--- src/rtl/atm_pkg.sv ---
// Shared types for the ATM cash path: dispense FSM states and fault codes.
package atm_pkg;

    typedef enum logic [2:0] {
        ST_IDLE,
        ST_DISPENSE,
        ST_SETTLE,
        ST_DONE,
        ST_FAULT
    } state_t;

    localparam logic [1:0] FAULT_NONE    = 2'd0;
    localparam logic [1:0] FAULT_TIMEOUT = 2'd1;
    localparam logic [1:0] FAULT_OVER    = 2'd2;

endpackage

--- src/rtl/dispense_watchdog.sv ---
// Loadable down-counter that flags a dispense motor running with no note detected.
module dispense_watchdog #(
    parameter int unsigned TIMEOUT_CYCLES = 1_000_000
) (
    input  logic clk,
    input  logic reset,
    input  logic load,
    input  logic enable,
    output logic expired
);

    localparam int unsigned W = $clog2(TIMEOUT_CYCLES);
    // Loading T-1 makes expiry coincide with the T-th pulse-free edge after the load.
    localparam logic [W-1:0] RELOAD = W'(TIMEOUT_CYCLES - 1);

    logic [W-1:0] count_reg;

    always_ff @(posedge clk) begin
        if (reset) begin
            count_reg <= '0;
        end else if (load) begin
            count_reg <= RELOAD;
        end else if (enable && count_reg != '0) begin
            count_reg <= count_reg - W'(1);
        end
    end

    assign expired = enable && (count_reg == '0);

endmodule

--- src/rtl/note_dispense_counter.sv ---
// Counts sensor note pulses against a withdrawal request, then watches a settle window for over-dispense.
// Optional lost-note watchdog is built when DISPENSE_TIMEOUT_EN is defined.
module note_dispense_counter
    import atm_pkg::*;
#(
    parameter int unsigned CNT_W          = 8,
    parameter int unsigned SETTLE_CYCLES  = 16,
    parameter int unsigned TIMEOUT_CYCLES = 1_000_000
) (
    input  logic             clk,
    input  logic             reset,
    input  logic             start,
    input  logic [CNT_W-1:0] req_count,
    input  logic             count_flag,
    input  logic             fault_clr,
    output logic             motor_en,
    output logic             busy,
    output logic             done,
    output logic             fault,
    output logic [1:0]       fault_code,
    output logic [CNT_W-1:0] dispensed
);

    localparam int unsigned SW = $clog2(SETTLE_CYCLES + 1);
    localparam logic [SW-1:0] SETTLE_LAST = SW'(SETTLE_CYCLES);

    state_t           state_reg;
    logic [CNT_W-1:0] target_reg;
    logic [SW-1:0]    settle_reg;
    logic [CNT_W-1:0] dispensed_inc;
    logic             wd_expired;

    assign dispensed_inc = dispensed + CNT_W'(1);

`ifdef DISPENSE_TIMEOUT_EN
    logic wd_load;

    // Reload on DISPENSE entry and on every counted note.
    assign wd_load = (state_reg == ST_IDLE && start && req_count != '0) ||
                     (state_reg == ST_DISPENSE && count_flag);

    dispense_watchdog #(
        .TIMEOUT_CYCLES (TIMEOUT_CYCLES)
    ) u_watchdog (
        .clk     (clk),
        .reset   (reset),
        .load    (wd_load),
        .enable  (state_reg == ST_DISPENSE),
        .expired (wd_expired)
    );
`else
    logic unused_timeout;

    assign unused_timeout = (TIMEOUT_CYCLES != 0);
    assign wd_expired     = 1'b0;
`endif

    always_ff @(posedge clk) begin
        if (reset) begin
            state_reg  <= ST_IDLE;
            target_reg <= '0;
            settle_reg <= '0;
            motor_en   <= 1'b0;
            busy       <= 1'b0;
            done       <= 1'b0;
            fault      <= 1'b0;
            fault_code <= FAULT_NONE;
            dispensed  <= '0;
        end else begin
            case (state_reg)
                ST_IDLE: begin
                    if (start) begin
                        target_reg <= req_count;
                        dispensed  <= '0;
                        if (req_count == '0) begin
                            state_reg <= ST_DONE;
                            done      <= 1'b1;
                        end else begin
                            state_reg <= ST_DISPENSE;
                            motor_en  <= 1'b1;
                            busy      <= 1'b1;
                        end
                    end
                end

                ST_DISPENSE: begin
                    // A pulse on the expiry cycle is counted instead of faulting.
                    if (count_flag) begin
                        dispensed <= dispensed_inc;
                        if (dispensed_inc == target_reg) begin
                            state_reg  <= ST_SETTLE;
                            motor_en   <= 1'b0;
                            settle_reg <= '0;
                        end
                    end else if (wd_expired) begin
                        state_reg  <= ST_FAULT;
                        motor_en   <= 1'b0;
                        busy       <= 1'b0;
                        fault      <= 1'b1;
                        fault_code <= FAULT_TIMEOUT;
                    end
                end

                ST_SETTLE: begin
                    if (count_flag) begin
                        if (dispensed != '1) begin
                            dispensed <= dispensed_inc;
                        end
                        state_reg  <= ST_FAULT;
                        busy       <= 1'b0;
                        fault      <= 1'b1;
                        fault_code <= FAULT_OVER;
                    end else if (settle_reg == SETTLE_LAST) begin
                        state_reg <= ST_DONE;
                        busy      <= 1'b0;
                        done      <= 1'b1;
                    end else begin
                        settle_reg <= settle_reg + SW'(1);
                    end
                end

                ST_DONE: begin
                    state_reg <= ST_IDLE;
                    done      <= 1'b0;
                end

                ST_FAULT: begin
                    if (fault_clr) begin
                        state_reg  <= ST_IDLE;
                        fault      <= 1'b0;
                        fault_code <= FAULT_NONE;
                    end
                end

                default: begin
                    state_reg <= ST_IDLE;
                    motor_en  <= 1'b0;
                    busy      <= 1'b0;
                    done      <= 1'b0;
                    fault     <= 1'b0;
                end
            endcase
        end
    end

endmodule

--- config.mk ---
export PLATFORM = sky130hd
export DESIGN_NAME = note_dispense_counter
export DESIGN_NICKNAME = d
export VERILOG_FILES = /design/src/rtl/atm_pkg.sv /design/src/rtl/dispense_watchdog.sv /design/src/rtl/note_dispense_counter.sv
export SDC_FILE = /design/constraint.sdc
export NUM_CORES = 1
export LEC_CHECK = 0
export ABC_CLOCK_PERIOD_IN_PS = 2100
export BUFFER_PORTS_ARGS = -buffer_cell sky130_fd_sc_hd__buf_2
export CAP_MARGIN = 25
export CORE_AREA = 2 2 51 77
export CTS_CLUSTER_DIAMETER = 80
export DETAILED_ROUTE_END_ITERATION = 8
export DIE_AREA = 0 0 53 79
export PLACE_DENSITY = 0.82
export SLEW_MARGIN = 15
export SYNTH_ARGS = -nofsm -noshare
export SYNTH_HDL_FRONTEND = slang
export SYNTH_SLANG_ARGS = --single-unit
--- constraint.sdc ---
create_clock -name clk -period 2.1 [get_ports clk]
set_clock_uncertainty 0.05 [all_clocks]
set_input_delay 0.21 -clock clk [delete_from_list [all_inputs] [get_ports clk]]
set_output_delay 0.21 -clock clk [all_outputs]
set_load 0.005 [all_outputs]
==> impl_results.md, run 1 <==
* Status: complete, no violations
* Req. time, crit path at 2.27 ns
* Cell at the slowest stage of the critical path: or4_1
* Final-layout fill cell count at roughly 360
* Standby leakage power at 0.842 nW
* Root buffer selected by CTS: clkbuf_8
* Slowest stage delay, CP at 0.47 ns
* FMAX at 504 MHz
* Via count at 1729
* Worst hold path class: in2reg
* Die area at roughly 4200 sq um
* Post-detailed-route DRC marker count at 0
* Non-filler cells, final at 304
* Share of synthesized area occupied by flip-flops and latches at 0.341
* Ratio of routed vias to standard cells at between 5 and 6
* Count of flip-flops with a built-in enable after synthesis at 0
* Detailed-route wire length per cell at 13.9 um
* CTS H-tree depth at 2
* Number of sinks driven by the clock tree at 29
* Share of cells above drive strength 1 at 0.245
* Setup slack of the most critical reg-to-reg path at approximately 0.12 ns
* Final worst setup slack at between 0.1 and 0.15 ns
* Final count of pins violating max slew at 0
* VDD IR max at 0.657 mV
* RSZ-0062 raised after global routing: false
* Core occupancy in the finished layout at 0.584
* Maximum clock insertion buffer count at 2
* Number of buffers inserted during clock tree synthesis at 5
* Critical Path Fanout Max at 6
* Power density over the cells at 832 nW/um^2
* Antenna cell count at 0
* Final Wtd Congestion at 0.812
* Warning count from the yosys run at 0
* Instance count of the mapped netlist at 223
* Pin count of the biggest net entering global routing at 21
* Cell class contributing the biggest share of worst-path delay: simple AND/OR/NAND/NOR gates
* Wirelength, routed at 4.24 mm
* DRC violation total after the first TritonRoute iteration at 53
* Net count after synthesis at roughly 240
* Final total negative setup slack at 0 ns
* Mean instance size in the synthesized netlist at around 7.6 sq um
* Crit path buf inv count at 0
* Chip Width at 53 um
* Clock slew at reported path FFs at roughly 0.07 ns
* Final setup violation count at 0
* Final hold viol count at 0
* Launching element type of the critical path: flip-flop
* Distinct cell type count of the synthesized netlist at 53
* Time the worst path needs with I/O delays and setup at 1.98 ns
* Final ANT Viol Nets at 0
* Syn Std Cell Area at around 1700 sq um
* Most used flip-flop cell after synthesis: dfxtp_1
* Synthesis-stage register bit count at 29
* Skew-Pair Late Insertion Delay at slightly below 0.3 ns
* Drt first pass iters at 4
* Critical path class: reg2reg
* Final period utilization at 0.944
* Die Span Y at just under 80 um
* Std cell rows at 27
* Count of nets after finishing at 276
* Area of the core region at 3550 sq um
* Number of maximum-capacitance violations at 0
* Initial antenna violation count at 0
* Actual slew at the worst max-slew pin at 0.498 ns
* Overall track demand over capacity in global routing at 0.226
* I/O pin total at 27
* Relative slew margins at 0.666
* Post-CTS setup buffers at 0
* Buffers on Ports at 25
* Placement-stage worst setup slack at 0.0213 ns
* Detailed placer's ending HPWL at 3.16 mm
* Cell-by-cell trace of the critical path: ha_4 -> and3_1 -> nand3_1 -> o311ai_1 -> or2_1 -> or4_1 -> a21oi_1
* Hold bufs inserted after CTS at 0
* Arrival time worst endpoint at 2.15 ns
* Endpoint class of the critical path: flip-flop
* Async set-or-reset flop fraction in the synthesized netlist at 0
* Starting utilization of the core area at 0.479
* Clock tree from TritonCTS: yes
* Via count of the first global-routing pass at 1634
* Number of placed cells counting well taps at 296
* First-pass GRT wire length at 7.07 mm
* Aggregate global routing overflow at 0
* Post-synthesis to final-layout area growth at 21.9%
[metal layers]
metal / wire [um] / global-route usage
met5: 0 / 0
met4: 107 / 0.113
met3: 159 / 0.0376
met2: 2260 / 0.413
met1: 1710 / 0.238
[layout by cell type (no fill, tap or decap), types with 2 or more instances in the layout]
cell type / netlist / layout
o22ai_1: 2 / 2
o211ai_1: 2 / 2
nor3_2: 2 / 2
a21oi_1: 27 / 27
nand3_1: 6 / 6
and3_1: 3 / 3
or3_1: 6 / 6
dfxtp_2: 0 / 3
o311ai_1: 2 / 2
nand3_2: 2 / 2
o21a_1: 3 / 3
buf_2: 2 / 25
xor2_1: 4 / 4
nor3_1: 5 / 5
nor4_1: 3 / 3
buf_4: 2 / 17
ha_1: 3 / 2
dfxtp_1: 29 / 26
nor2_1: 19 / 19
xnor2_1: 5 / 5
or2_1: 2 / 2
mux2i_1: 2 / 2
o21ai_0: 13 / 13
a31oi_1: 5 / 5
nand2_1: 31 / 30
clkbuf_8: 0 / 7
nor3b_1: 2 / 2
inv_1: 5 / 5
a211oi_1: 3 / 3
[stage by stage]
step / area, sq um / hold WS (ns) / power, W
3_5_place_dp: 1950 / 0.404 / 0.00120
5_1_grt: 2070 / 0.123 / 0.00181
2_1_floorplan: 1700 / 0.296 / 0.00103
4_1_cts: 2060 / 0.114 / 0.00172
6_report: 2070 / 0.113 / 0.00172
3_3_place_gp: 1950 / 0.395 / 0.00119
[path summary, 6_finish.rpt]
path	from	endpoint	cells after the start
max	dispensed[0]	dispensed[5]	7
min	req_count[0]	target_reg[0]	3
max reg2reg	dispensed[0]	dispensed[5]	7
min reg2reg	fault	fault	2
[worst min-delay path, delay by kind of cell]
family,cells,cell delay [ns]
buf+inv,1,0.10
compound gates,1,0.05
simple gates,1,0.05
[power breakdown]
group          total [W]  switching [W]  internal (W)
clock           0.000519       0.000224      0.000296
sequential      0.000649      0.0000478      0.000601
combinational   0.000555       0.000321      0.000234
total            0.00172       0.000593       0.00113
[cell usage after synthesis (3+ instances only)]
master	n	share of area
a211oi_1	3	0.013
clkbuf_1	8	0.018
a31oi_1	5	0.018
nor3_1	5	0.015
inv_1	5	0.011
nand3_1	6	0.018
and3_1	3	0.011
nand2_1	31	0.068
or3_1	6	0.022
nor2_1	19	0.042
a21oi_1	27	0.079
o21a_1	3	0.013
o21ai_0	13	0.038
xor2_1	4	0.021
xnor2_1	5	0.026
dfxtp_1	29	0.34
ha_1	3	0.022
nor4_1	3	0.011
[what timing repair did]
item,CTS,global route
endpoints found under the setup margin,1,6
gates cloned,0,0
pin swaps,0,1
hold endpoints to repair,0,0
resized for setup,1,5
[area by class of cell]
| cell class | count | area (sq um) | share of cell area |
|---|---|---|---|
| sequential | 29 | 584 | 0.282 |
| timing repair buffer | 42 | 253 | 0.122 |
| clock buffer | 7 | 96.3 | 0.0465 |
| tap | 43 | 53.8 | 0.0260 |
| clock inverter | 1 | 5.00 | 0.00242 |
| inverter | 6 | 22.5 | 0.0109 |
| multi-input combinational | 176 | 1060 | 0.510 |
[kinds of logic after synthesis]
group                    share of synthesized area
AO/OA/AOI/OAI                                0.247
XOR/XNOR                                    0.0464
adder cells (fa/ha/maj)                     0.0221
buffers and inverters                       0.0456
flip-flops                                   0.341
multiplexers                                0.0118
other                                      0.00221
AND/OR/NAND/NOR                              0.283
(Power assumes the default switching activity.)
==> run 2, diff against run 1 <==
--- a/config.mk
+++ b/config.mk
@@ -13,6 +13,7 @@
 export DETAILED_ROUTE_END_ITERATION = 8
 export DIE_AREA = 0 0 53 79
 export PLACE_DENSITY = 0.82
+export REMOVE_ABC_BUFFERS = 1
 export SLEW_MARGIN = 15
 export SYNTH_ARGS = -nofsm -noshare
 export SYNTH_HDL_FRONTEND = slang
==> run 2 against run 1 <==
Effect of this change:
- non-clock buffer count up 3
- clock power fell by 12%
- critical path depth down 1
- routed wire length up 4.3%
- fmax is 1.2% lower
- utilization is 0.39 points higher
- critical endpoint is now settle_reg[4]
- cell count rose by 0.99%
- critical path type unchanged
- first-iteration DRC count down 1.9%
- power down 2.9%
- global-route usage up 0.98 points
- die area unchanged
==> impl_results.md, run 2 (synthesis gave the netlist of run 1 again) <==
* Status: complete, no violations
* Cell-by-cell trace of the critical path: nand3_2 -> o21a_1 -> or2_1 -> o311ai_1 -> nand3_2 -> o221a_1
* Antenna cell count at 0 (unchanged)
* Area after DPL at 1970 sq um (+1.2%)
* Clock slew at reported path FFs at 0.06 ns (about the same)
* Die Span Y at 79 um (unchanged)
* Worst hold path class: in2reg
* Starting utilization of the core area at 0.479 (unchanged)
* Power density over the cells at 802 nW/um^2 (-3.5%)
* RSZ-0062 raised after global routing: false
* Final setup violation count at 0 (unchanged)
* Leading cell type in the layout, fill and taps excluded: nand2_1
* Core occupancy in the finished layout at 0.588 (+0.00388)
* Arrival time worst endpoint at 2.14 ns (about the same)
* Endpoint class of the critical path: flip-flop
* Final count of pins violating max slew at 0 (unchanged)
* Std cell rows at 27 (unchanged)
* Number of buffers inserted during clock tree synthesis at 5 (unchanged)
* Skew-Pair Late Insertion Delay at 0.29 ns (about the same)
* Drt first pass iters at 4 (unchanged)
* Area of the core region at 3550 sq um (unchanged)
* Count of nets after finishing at 279 (+1.1%)
* Via count at 1801 (+4.2%)
* Time the worst path needs with I/O delays and setup at 2.01 ns (+0.0234 ns)
* Aggregate global routing overflow at 0 (unchanged)
* Number of maximum-capacitance violations at 0 (unchanged)
* DRC violation total after the first TritonRoute iteration at 52 (-1.9%)
* First-pass GRT wire length at 7.40 mm (+4.6%)
* Clock tree from TritonCTS: yes
* Detailed-route wire length per cell at 14.4 um (+3.3%)
* Hold bufs inserted after CTS at 0 (unchanged)
* Commonest cells after routing, fill and taps aside: 30 x nand2_1, 27 x dfxtp_1, 26 x a21oi_1, 25 x buf_2, 20 x buf_4
* Final Wtd Congestion at 0.863 (+6.3%)
* I/O pin total at 27 (unchanged)
* Launching element type of the critical path: flip-flop
* Via count of the first global-routing pass at 1784 (+9.2%)
* Root buffer selected by CTS: clkbuf_8
* CTS H-tree depth at 2 (unchanged)
* Share of cells above drive strength 1 at 0.258 (+0.0124)
* Initial antenna violation count at 0 (unchanged)
* Critical path class: reg2reg
* Detailed placer's ending HPWL at 3.30 mm (+4.2%)
* Chip Width at 53 um (unchanged)
* VDD IR max at 0.662 mV (+0.77%)
* Maximum clock insertion buffer count at 2 (unchanged)
* Slowest stage delay, CP at 0.41 ns (-0.06 ns)
* Die area at 4190 sq um (unchanged)
* Critical Path Fanout Max at 5 (-1)
* Overall track demand over capacity in global routing at 0.236 (+0.00979)
* Standby leakage power at 0.848 nW (+0.80%)
* Cell at the slowest stage of the critical path: dfxtp_1
* FMAX at 498 MHz (-1.2%)
* Buffers on Ports at 25 (unchanged)
* Req. time, crit path at 2.23 ns (-0.04 ns)
* Area of all placed cells without fillers at 2090 sq um (+0.66%)
* Most used cell, CP: nand3_2
* Post-detailed-route DRC marker count at 0 (unchanged)
* Final hold viol count at 0 (unchanged)
* Post-CTS setup buffers at 0 (unchanged)
* Pin count of the biggest net entering global routing at 17 (-19%)
* Ratio of routed vias to standard cells at 5.87 (+3.1%)
* Final period utilization at 0.955 (+0.0111)
* Number of sinks driven by the clock tree at 29 (unchanged)
* Post-synthesis to final-layout area growth at 22.7%
* Final ANT Viol Nets at 0 (unchanged)
* Wirelength, routed at 4.42 mm (+4.3%)
-- run 2: cell count changes in the layout (fill, tap and decap cells not counted) --
cell        change
a21oi_1         -1
a21oi_2         +1
buf_4           +3
clkbuf_8        -2
clkinv_2        +1
clkinvlp_4      +1
dfxtp_1         +1
dfxtp_2         -1
or4_1           -1
or4_4           +1
-- run 2: worst max-delay path: cells and delay by family, from the launching register on --
family	cells	cell delay, ns
compound gates	3	0.83
flops	1	0.41
simple gates	3	0.62
-- run 2: path summary, 6_finish.rpt --
| kind | slack, ns | from | cells past startpoint | endpoint |
|---|---|---|---|---|
| setup / recovery | 0.09 | dispensed[3] | 6 | settle_reg[4] |
| hold / removal | 0.12 | req_count[5] | 3 | target_reg[5] |
| setup reg to reg | 0.09 | dispensed[3] | 6 | settle_reg[4] |
| hold reg to reg | 0.41 | fault | 2 | fault |
-- run 2: layout make-up --
cell class | count | area [sq um]
Clock buffer | 5 | 68.8
Sequential cell | 29 | 583
Inverter | 6 | 22.5
Fill cell | 330 | 1460
Multi-Input combinational cell | 176 | 1060
Timing Repair Buffer | 45 | 275
Clock inverter | 3 | 17.5
Tap cell | 43 | 53.8
-- run 2: routing by layer --
| metal | vias to the layer above | routed length [um] | global-route usage |
|---|---|---|---|
| li1 | 884 | - | - |
| met1 | 855 | 1680 | 0.228 |
| met2 | 43 | 2390 | 0.428 |
| met3 | 19 | 169 | 0.0451 |
| met4 | 0 | 176 | 0.159 |
| met5 | - | 0 | 0 |
-- run 2: what timing repair did --
item	4_1_cts	5_1_grt
setup endpoints to repair	0	2
gates resized for setup	0	7
endpoints found under the hold margin	0	0
-- run 2: power by group --
| group | leakage (nW) | switching [W] | internal [W] | total (W) |
|---|---|---|---|---|
| Sequential | 0.237 | 0.0000473 | 0.000601 | 0.000649 |
| Combinational | 0.568 | 0.000330 | 0.000240 | 0.000570 |
| Clock | 0.0439 | 0.000227 | 0.000228 | 0.000455 |
| Total | 0.848 | 0.000605 | 0.00107 | 0.00167 |
-- run 2: metrics by stage --
step	setup TNS [ns]	hold slack, ns	power, W	setup slack [ns]	std cells
2_1_floorplan	-0.650	0.229	0.00101	-0.131	211
3_3_place_gp	0	0.396	0.00120	0.111	299
3_5_place_dp	0	0.402	0.00122	0.0306	299
4_1_cts	0	0.119	0.00167	0.00773	307
5_1_grt	0	0.131	0.00178	0.00928	307
6_report	0	0.121	0.00167	0.0937	307
